<file path="src/rtl/se_lookup_arbiter.sv">
// Round-robin arbiter sharing one MAC lookup engine between N_REQ front-ends,
// with per-transaction response timeout and a saturating timeout counter.
module se_lookup_arbiter #(
   parameter int N_REQ   = 4,
   parameter int TIMEOUT = 64
) (
   input  logic                  clk,
   input  logic                  rst,
   input  logic [N_REQ-1:0]      req,
   input  logic [48*N_REQ-1:0]   req_dmac,
   input  logic [48*N_REQ-1:0]   req_smac,
   input  logic [12*N_REQ-1:0]   req_hash,
   output logic [N_REQ-1:0]      ack,
   output logic [N_REQ-1:0]      nak,
   output logic [15:0]           result,
   output logic                  eng_req,
   output logic [47:0]           eng_dmac,
   output logic [47:0]           eng_smac,
   output logic [11:0]           eng_hash,
   input  logic                  eng_ack,
   input  logic                  eng_nak,
   input  logic [15:0]           eng_result,
   output logic [N_REQ-1:0]      grant,
   output logic                  busy,
   output logic [15:0]           timeout_cnt
);
   // state   | meaning
   // IDLE    | no owner; arbitrate among pending requests
   // BUSY    | engine request outstanding for the granted front-end
   // RELEASE | one-cycle gap while the served front-end drops its req
   localparam int IW = (N_REQ > 1) ? $clog2(N_REQ) : 1;

   typedef enum logic [1:0] {
      S_IDLE    = 2'd0,
      S_BUSY    = 2'd1,
      S_RELEASE = 2'd2
   } state_t;

   state_t        state;
   state_t        state_nxt;
   logic [IW-1:0] last_grant;
   logic [IW-1:0] pick_idx;
   logic          pick_found;
   logic [IW:0]   cand_sum;
   logic [IW-1:0] cand;
   logic [47:0]   sel_dmac;
   logic [47:0]   sel_smac;
   logic [11:0]   sel_hash;
   logic [7:0]    wait_cnt;
   logic          wait_done;

   // Search upward from last_grant+1 with wrap-around; first set bit wins.
   always_comb begin
      pick_found = 1'b0;
      pick_idx   = '0;
      cand_sum   = '0;
      cand       = '0;
      for (int i = 1; i <= N_REQ; i++) begin
         cand_sum = {1'b0, last_grant} + (IW+1)'(i);
         if (cand_sum >= (IW+1)'(N_REQ)) begin
            cand_sum = cand_sum - (IW+1)'(N_REQ);
         end
         cand = cand_sum[IW-1:0];
         if (!pick_found && req[cand]) begin
            pick_found = 1'b1;
            pick_idx   = cand;
         end
      end
   end

   always_comb begin
      sel_dmac = '0;
      sel_smac = '0;
      sel_hash = '0;
      for (int i = 0; i < N_REQ; i++) begin
         if (pick_idx == IW'(i)) begin
            sel_dmac = req_dmac[i*48 +: 48];
            sel_smac = req_smac[i*48 +: 48];
            sel_hash = req_hash[i*12 +: 12];
         end
      end
   end

   assign wait_done = (wait_cnt == 8'(TIMEOUT - 1));

   always_ff @(posedge clk) begin
      if (rst) begin
         state <= S_IDLE;
      end else begin
         state <= state_nxt;
      end
   end

   always_comb begin
      state_nxt = state;
      case (state)
         S_IDLE:    if (pick_found) state_nxt = S_BUSY;
         S_BUSY:    if (eng_ack || eng_nak || wait_done) state_nxt = S_RELEASE;
         S_RELEASE: state_nxt = S_IDLE;
         default:   state_nxt = S_IDLE;
      endcase
   end

   always_comb begin
      busy = (state == S_BUSY) || (state == S_RELEASE);
   end

   always_ff @(posedge clk) begin
      if (rst) begin
         last_grant  <= IW'(N_REQ - 1);
         grant       <= '0;
         ack         <= '0;
         nak         <= '0;
         result      <= '0;
         eng_req     <= 1'b0;
         eng_dmac    <= '0;
         eng_smac    <= '0;
         eng_hash    <= '0;
         wait_cnt    <= '0;
         timeout_cnt <= '0;
      end else begin
         case (state)
            S_IDLE: begin
               ack <= '0;
               nak <= '0;
               if (pick_found) begin
                  grant      <= N_REQ'(1) << pick_idx;
                  last_grant <= pick_idx;
                  eng_req    <= 1'b1;
                  eng_dmac   <= sel_dmac;
                  eng_smac   <= sel_smac;
                  eng_hash   <= sel_hash;
                  wait_cnt   <= '0;
               end
            end
            S_BUSY: begin
               // A response on the timeout cycle takes priority over the timeout.
               if (eng_ack) begin
                  eng_req <= 1'b0;
                  ack     <= grant;
                  result  <= eng_result;
               end else if (eng_nak) begin
                  eng_req <= 1'b0;
                  nak     <= grant;
                  result  <= '0;
               end else if (wait_done) begin
                  eng_req <= 1'b0;
                  nak     <= grant;
                  result  <= '0;
                  if (timeout_cnt != 16'hFFFF) begin
                     timeout_cnt <= timeout_cnt + 16'd1;
                  end
               end else begin
                  wait_cnt <= wait_cnt + 8'd1;
               end
            end
            S_RELEASE: begin
               ack   <= '0;
               nak   <= '0;
               grant <= '0;
            end
            default: begin
               ack   <= '0;
               nak   <= '0;
               grant <= '0;
            end
         endcase
      end
   end

endmodule

</file>
<file path="config.mk">
export PLATFORM = sky130hd
export DESIGN_NAME = se_lookup_arbiter
export DESIGN_NICKNAME = d
export VERILOG_FILES = /design/src/rtl/se_lookup_arbiter.sv
export SDC_FILE = /design/constraint.sdc
export NUM_CORES = 1
export LEC_CHECK = 0
export CELL_PAD_IN_SITES_DETAIL_PLACEMENT = 1
export CELL_PAD_IN_SITES_GLOBAL_PLACEMENT = 1
export CORE_AREA = 2 2 239 241
export CTS_CLUSTER_DIAMETER = 50
export CTS_CLUSTER_SIZE = 16
export DETAILED_ROUTE_END_ITERATION = 8
export DIE_AREA = 0 0 241 243
export GPL_ROUTABILITY_DRIVEN = 0
export GPL_TIMING_DRIVEN = 0
export PLACE_DENSITY_LB_ADDON = 0.1
export SLEW_MARGIN = 30
export SYNTH_ARGS = -nofsm -noshare
export SYNTH_HDL_FRONTEND = slang
export SYNTH_SLANG_ARGS = --single-unit
export TNS_END_PERCENT = 30
</file>
<file path="constraint.sdc">
create_clock -name clk -period 3.9 [get_ports clk]
set_input_delay 0.78 -clock clk [delete_from_list [all_inputs] [get_ports clk]]
set_output_delay 0.78 -clock clk [all_outputs]
set_load 0.01 [all_outputs]
</file>
==> results.toml <==
[worst_setup_path]
setup.worst_path.start = "req[3]"
timing.rr.start = "last_grant[1]$_SDFFE_PP1P_"
worstPathMaxFanout = 10
reg2reg_slack_ns = 0.82
startpoint_type = "input pin"
r2r_cells = 9
worstSetupEndpoint = "eng_dmac[45]$_SDFFE_PP0P_"
cp_data_required_time_ns = 4.24
worstPathArrival_ns = 3.94
critPathKind = "input pin to flip-flop"
worst_setup_path_end_kind = "flip-flop"
r2r-end = "eng_dmac[45]$_SDFFE_PP0P_"

[clock_network]
cts_setup_buffers = 0
cts.sinks = 165
cts_tree = "done"
h-tree-depth = 4
clk-insertion-delay-late_ns = 0.50
cts_buffers = 17
root_buffer = "clkbuf_16"
cts_buffer_depth = 2
clk_pin_slew_ns = 0.07
ctsHoldBuffers = 0

[synth]
syn_area_per_cell_sq_um = 8.92
ys_ff_latch = 165
synthDistinctLibCells = 52
ys_warn_count = 0
netlist_instances = 1088
syn-cell-area_sq_um = 9710
synth_nets = 1548
yosysSeqAreaShare = 0.340
async_reset_ff_frac = 0
ys.flop_type = "dfxtp_1"
synth-edff-count = 0

[global_routing]
overflow = 0
grt_pass1_vias = 12381
grt.total_usage = 0.204
grt_first_pass_wirelength_mm = 86.4
antenna_found_initial = 17
grt_start_max_net_pins = 17

[sta]
rsz0062_at_grt = "false"
fmax_mhz = 278
final_max_slew_viol_count = 0
relSlewSlack = 0.405
finalHoldViolations = 0
period_share = 0.922
fin_crit_ns = 3.60
layout_setup_ws_ns = 0.303
setup_viol = 0
tightest_slew_ns = 0.887
skew_ns = 0.0134

[floorplan]
initial_utilization = 0.174
die_area_sq_um = 58600
pin_count = 610
coreArea_sq_um = 56000
die_w_um = 241
die_y_um = 243
row_count = 87

[run]
cap_violations = 0

[place]
placement.io_buffers = 608
post-place-ws_ns = -0.352
dp_hpwl_mm = 48.2

[cells_and_area]
nNetsFinal = 2175
postLayoutCoreUtil = 0.310
syn_to_final_growth_pct = 78.8
drive_gt1_frac = 0.0573

[drt]
wirelength_mm = 60.8
drt-initial-drc-count = 416
ant_nets = 0
drc = 0
post_drt_wl_per_cell_um = 24.4
viasPerCell = 4.66
num_vias = 11604
drt_first_pass_iters = 4

[pwr]
p_leak_nw = 6.43
peakVddDrop_v = 0.000348
p_per_area_nw_per_um2 = 394

[run_status]
run_status = "finished, final reports clean"

[worst_hold_path]
hold_path_class = "flip-flop to flip-flop"
## registers in the layout, indices dropped and copies added (netlist names), 4 cells and up
name,cells
ack,4
eng_hash,12
wait_cnt,8
result,16
grant,4
timeout_cnt,16
eng_dmac,48
nak,4
eng_smac,48
## cells by family after synthesis
kind of cell | synth area share
muxes | 0.165
adders and majority gates | 0.00516
AOI/OAI and AO/OA | 0.295
DFF | 0.340
and+or+nand+nor | 0.123
buffers and inverters | 0.0601
xor gates and xnor gates | 0.0108
## layer usage
layer  GRT usage  routed length [um]
met1       0.232               24300
met2       0.359               31000
met3      0.0614                4080
met4      0.0681                1300
met5           0                 135
## layout by cell type (no fill, tap or decap), types with 7 or more instances in the layout
cell / netlist / routed
nand3b_1: 41 / 41
o31ai_1: 73 / 73
clkdlybuf4s50_1: 0 / 608
inv_1: 7 / 7
clkbuf_16: 0 / 17
buf_2: 43 / 43
clkbuf_1: 80 / 79
a22oi_1: 16 / 16
nor2b_1: 7 / 7
o221ai_1: 40 / 40
dfxtp_1: 165 / 165
nand2_1: 10 / 10
nor2_1: 121 / 121
o211ai_1: 70 / 70
nand3_1: 9 / 9
o21ai_0: 8 / 8
a311o_1: 69 / 69
mux2i_1: 159 / 158
a21oi_1: 82 / 82
## stage by stage
stage	cells	hold WS [ns]	instance area, sq um	power [mW]	TNS [ns]
2_1_floorplan	1088	0.452	9710	3.47	0
5_1_grt	2488	0.529	17400	7.25	0
3_3_place_gp	2452	0.465	16700	5.10	-2.20
4_1_cts	2484	0.497	17300	6.99	0
3_5_place_dp	2452	0.483	16700	5.11	-3.12
6_report	2490	0.494	17400	6.84	0
## layout make-up
class / count / area, sq um
buffer: 128 / 556
clock buffer: 19 / 443
antenna: 6 / 15.0
inverter: 8 / 30.0
clock inverter: 13 / 144
tap: 756 / 946
timing repair buffer: 608 / 6090
fill: 6561 / 38600
multi-input combinational: 787 / 5840
sequential: 165 / 3300
## worst min path at each step
stage / start / end / slack, ns / depth (start not counted)
floorplan: wait_cnt[5]$_SDFFE_PP0P_ / wait_cnt[5]$_SDFFE_PP0P_ / 0.45 / 2
global placement: wait_cnt[5]$_SDFFE_PP0P_ / wait_cnt[5]$_SDFFE_PP0P_ / 0.47 / 2
detailed placement: nak[1]$_SDFFE_PP0P_ / nak[1]$_SDFFE_PP0P_ / 0.48 / 2
CTS: wait_cnt[5]$_SDFFE_PP0P_ / wait_cnt[5]$_SDFFE_PP0P_ / 0.50 / 2
global route: eng_smac[11]$_SDFFE_PP0P_ / eng_smac[11]$_SDFFE_PP0P_ / 0.53 / 2
finish: wait_cnt[5]$_SDFFE_PP0P_ / wait_cnt[5]$_SDFFE_PP0P_ / 0.49 / 2
## cells in the mapped netlist (all sizes together) (6+ instances only)
cell      n  area, sq um
dfxtp   165         3300
mux2i   159         1590
nor2    122          460
a21oi    82          410
clkbuf   80          300
o31ai    73          548
o211ai   70          526
a311o    69          691
buf      48          253
nand3b   41          308
o221ai   40          350
a22oi    16          120
o21ai    12         63.8
nand2    10         37.5
nand3     9         45.0
inv       8         30.0
nor2b     7         43.8
nor3      6         40.0
xnor2     6         52.6
xor2      6         52.6
## power by group
group / internal [mW] / total (mW) / switching, mW
logic: 1.44 / 2.93 / 1.49
clock network: 0.920 / 1.81 / 0.894
registers: 1.94 / 2.10 / 0.158
## worst max-delay path, stage by stage
cell and delay, ns:
clkdlybuf4s50_1 0.63, nor2b_1 0.32, nor3_4 0.15, o21ai_1 0.15, clkbuf_1 0.27, buf_2 0.43, buf_2 0.47, mux2i_1 0.50
o221ai_1 0.22
## repair_timing
action / 4_1_cts / 5_1_grt
endpoints found under the hold margin: 0 / 0
resized for setup: 0 / 2
setup endpoints to repair: 0 / 1
No activity file was read; power rests on OpenSTA's default activity.
==> edit, RTL diff (same settings) <==
The 3 states of `state_t` get a one-hot encoding in 3 bits.
--- a/src/rtl/se_lookup_arbiter.sv
+++ b/src/rtl/se_lookup_arbiter.sv
@@ -30,10 +30,10 @@
    // RELEASE | one-cycle gap while the served front-end drops its req
    localparam int IW = (N_REQ > 1) ? $clog2(N_REQ) : 1;
 
-   typedef enum logic [1:0] {
-      S_IDLE    = 2'd0,
-      S_BUSY    = 2'd1,
-      S_RELEASE = 2'd2
+   typedef enum logic [2:0] {
+      S_IDLE    = 3'b001,
+      S_BUSY    = 3'b010,
+      S_RELEASE = 3'b100
    } state_t;
 
    state_t        state;
Check against the original RTL: same outputs for any inputs over 4 cycles, from zero or initial values and one cycle with rst high; so few cycles prove little.
==> edit against the unedited design <==
- setup slack improved by 0.67 ns
- routed wire length fell by 4.1%
- maximum frequency increased by 23%
- count of clock-buffer cells in the layout stayed put
- utilization is 0.51 points lower
- design area decreased by 1.6%
- sequential cell count rose by 1
- synthesized cell count is 4.7% lower
- power up 9.1%
- hold slack better by 0.0070 ns
- first-iteration DRC count is 27% lower
- area after synthesis down 2.5%
- largest cell class unchanged
==> edit: results (changes against the unedited design) <==
* Xor/xnor share of the synthesized area at 0.0194 (was 0.0108)
* 1st-iter DRT viols at 304 (was 416)
* Fillers at 6565 (was 6561)
* P_leak at 6.32 nW (was 6.43 nW)
* Gr usage total at 0.194 (was 0.204)
* Compound-Gate Fraction of Synth Area at 0.236 (was 0.295)
* Routed wire length at 58300 µm (was 60800 µm)
* Vias in the first global route at 11600 (was 12400)
* Nets at 2120 (was 2175)
* First-pass GRT wire length at 81600 µm (was 86400 µm)
* HP Start: nak[2] (was wait_cnt[5])
* Seq/Total Area, Yosys at 0.351 (was 0.340)
* Critical path capture point: eng_hash[7] (was eng_dmac[45])
* Synth area leaders: dfxtp_1, mux2i_1, o221ai_1 (was dfxtp_1, mux2i_1, a311o_1)
* Arrival time worst endpoint at 3.31 ns (was 3.94 ns)
* Peak supply drop at 333 µV (was 348 µV)
* Status: finished clean (unchanged)
* Synth unique cells at 58 (was 52)
* Rel. slew slack at 0.400 (was 0.405)
* HPWL after DPL at 47800 µm (was 48200 µm)
* Share of layout cells above drive strength 1 at 0.103 (was 0.0573)
* R2R depth at 8 (was 9)
* Setup WS pre-CTS at 0.442 ns (was -0.352 ns)
* Reg-to-Reg Start: wait_cnt[0] (was last_grant[1])
* Tcrit/Tclk final at 0.751 (was 0.922)
* Synth Area in Adders at 0.00264 (was 0.00516)
* Synthesized Nets at 1495 (was 1548)
[edit: changes by cell type after synthesis, sizes merged, moves of 32 or more]
cell,before,now
a211oi,4,41
o211ai,70,0
a311o,69,0
nand2,10,118
a21oi,82,27
mux2i,159,123
clkbuf,80,40
a221oi,0,32
o31ai,73,0
[edit: area by class of cell]
| type | count | area share |
|---|---|---|
| Clock buffer | 19 | 0.0265 |
| Buffer | 100 | 0.0300 |
| Timing Repair Buffer | 606 | 0.355 |
| Sequential cell | 166 | 0.195 |
| Multi-Input combinational cell | 767 | 0.329 |
| Antenna cell | 3 | 0.000440 |
| Inverter | 4 | 0.000879 |
| Clock inverter | 13 | 0.00791 |
| Tap cell | 756 | 0.0554 |
[edit: routing by layer]
| metal | GRT usage | routed length (µm) |
|---|---|---|
| met4 | 0.0350 | 510 |
| met1 | 0.216 | 23000 |
| met3 | 0.0718 | 4710 |
| met5 | 0 | 101 |
| met2 | 0.353 | 30000 |
[edit: through the flow]
step	instance area (µm²)	util	hold WS (ns)	cells	power [mW]
finish	17100	0.305	0.501	2434	7.46
global route	17100	0.305	0.525	2432	7.92
CTS	17100	0.305	0.508	2431	7.64
detailed placement	16500	0.295	0.486	2399	5.78
global placement	16500	0.295	0.476	2399	5.76
floorplan	9470	-	0.478	1037	3.90
[edit: power groups by stage]
stage	sequential (mW)	combinational, mW	clock [mW]
4_1_cts	2.21	3.55	1.89
3_3_place_gp	2.22	3.53	0
2_1_floorplan	2.35	1.55	0
6_report	2.21	3.46	1.79
3_5_place_dp	2.24	3.54	0
5_1_grt	2.24	3.73	1.94
[edit: worst max-delay path, stage by stage]
cell	delay, ns
clkdlybuf4s50_1	0.55
nor2b_1	0.22
nor2_1	0.18
o311a_1	0.17
clkbuf_1	0.44
clkbuf_1	0.65
a21oi_1	0.16
o211a_1	0.17
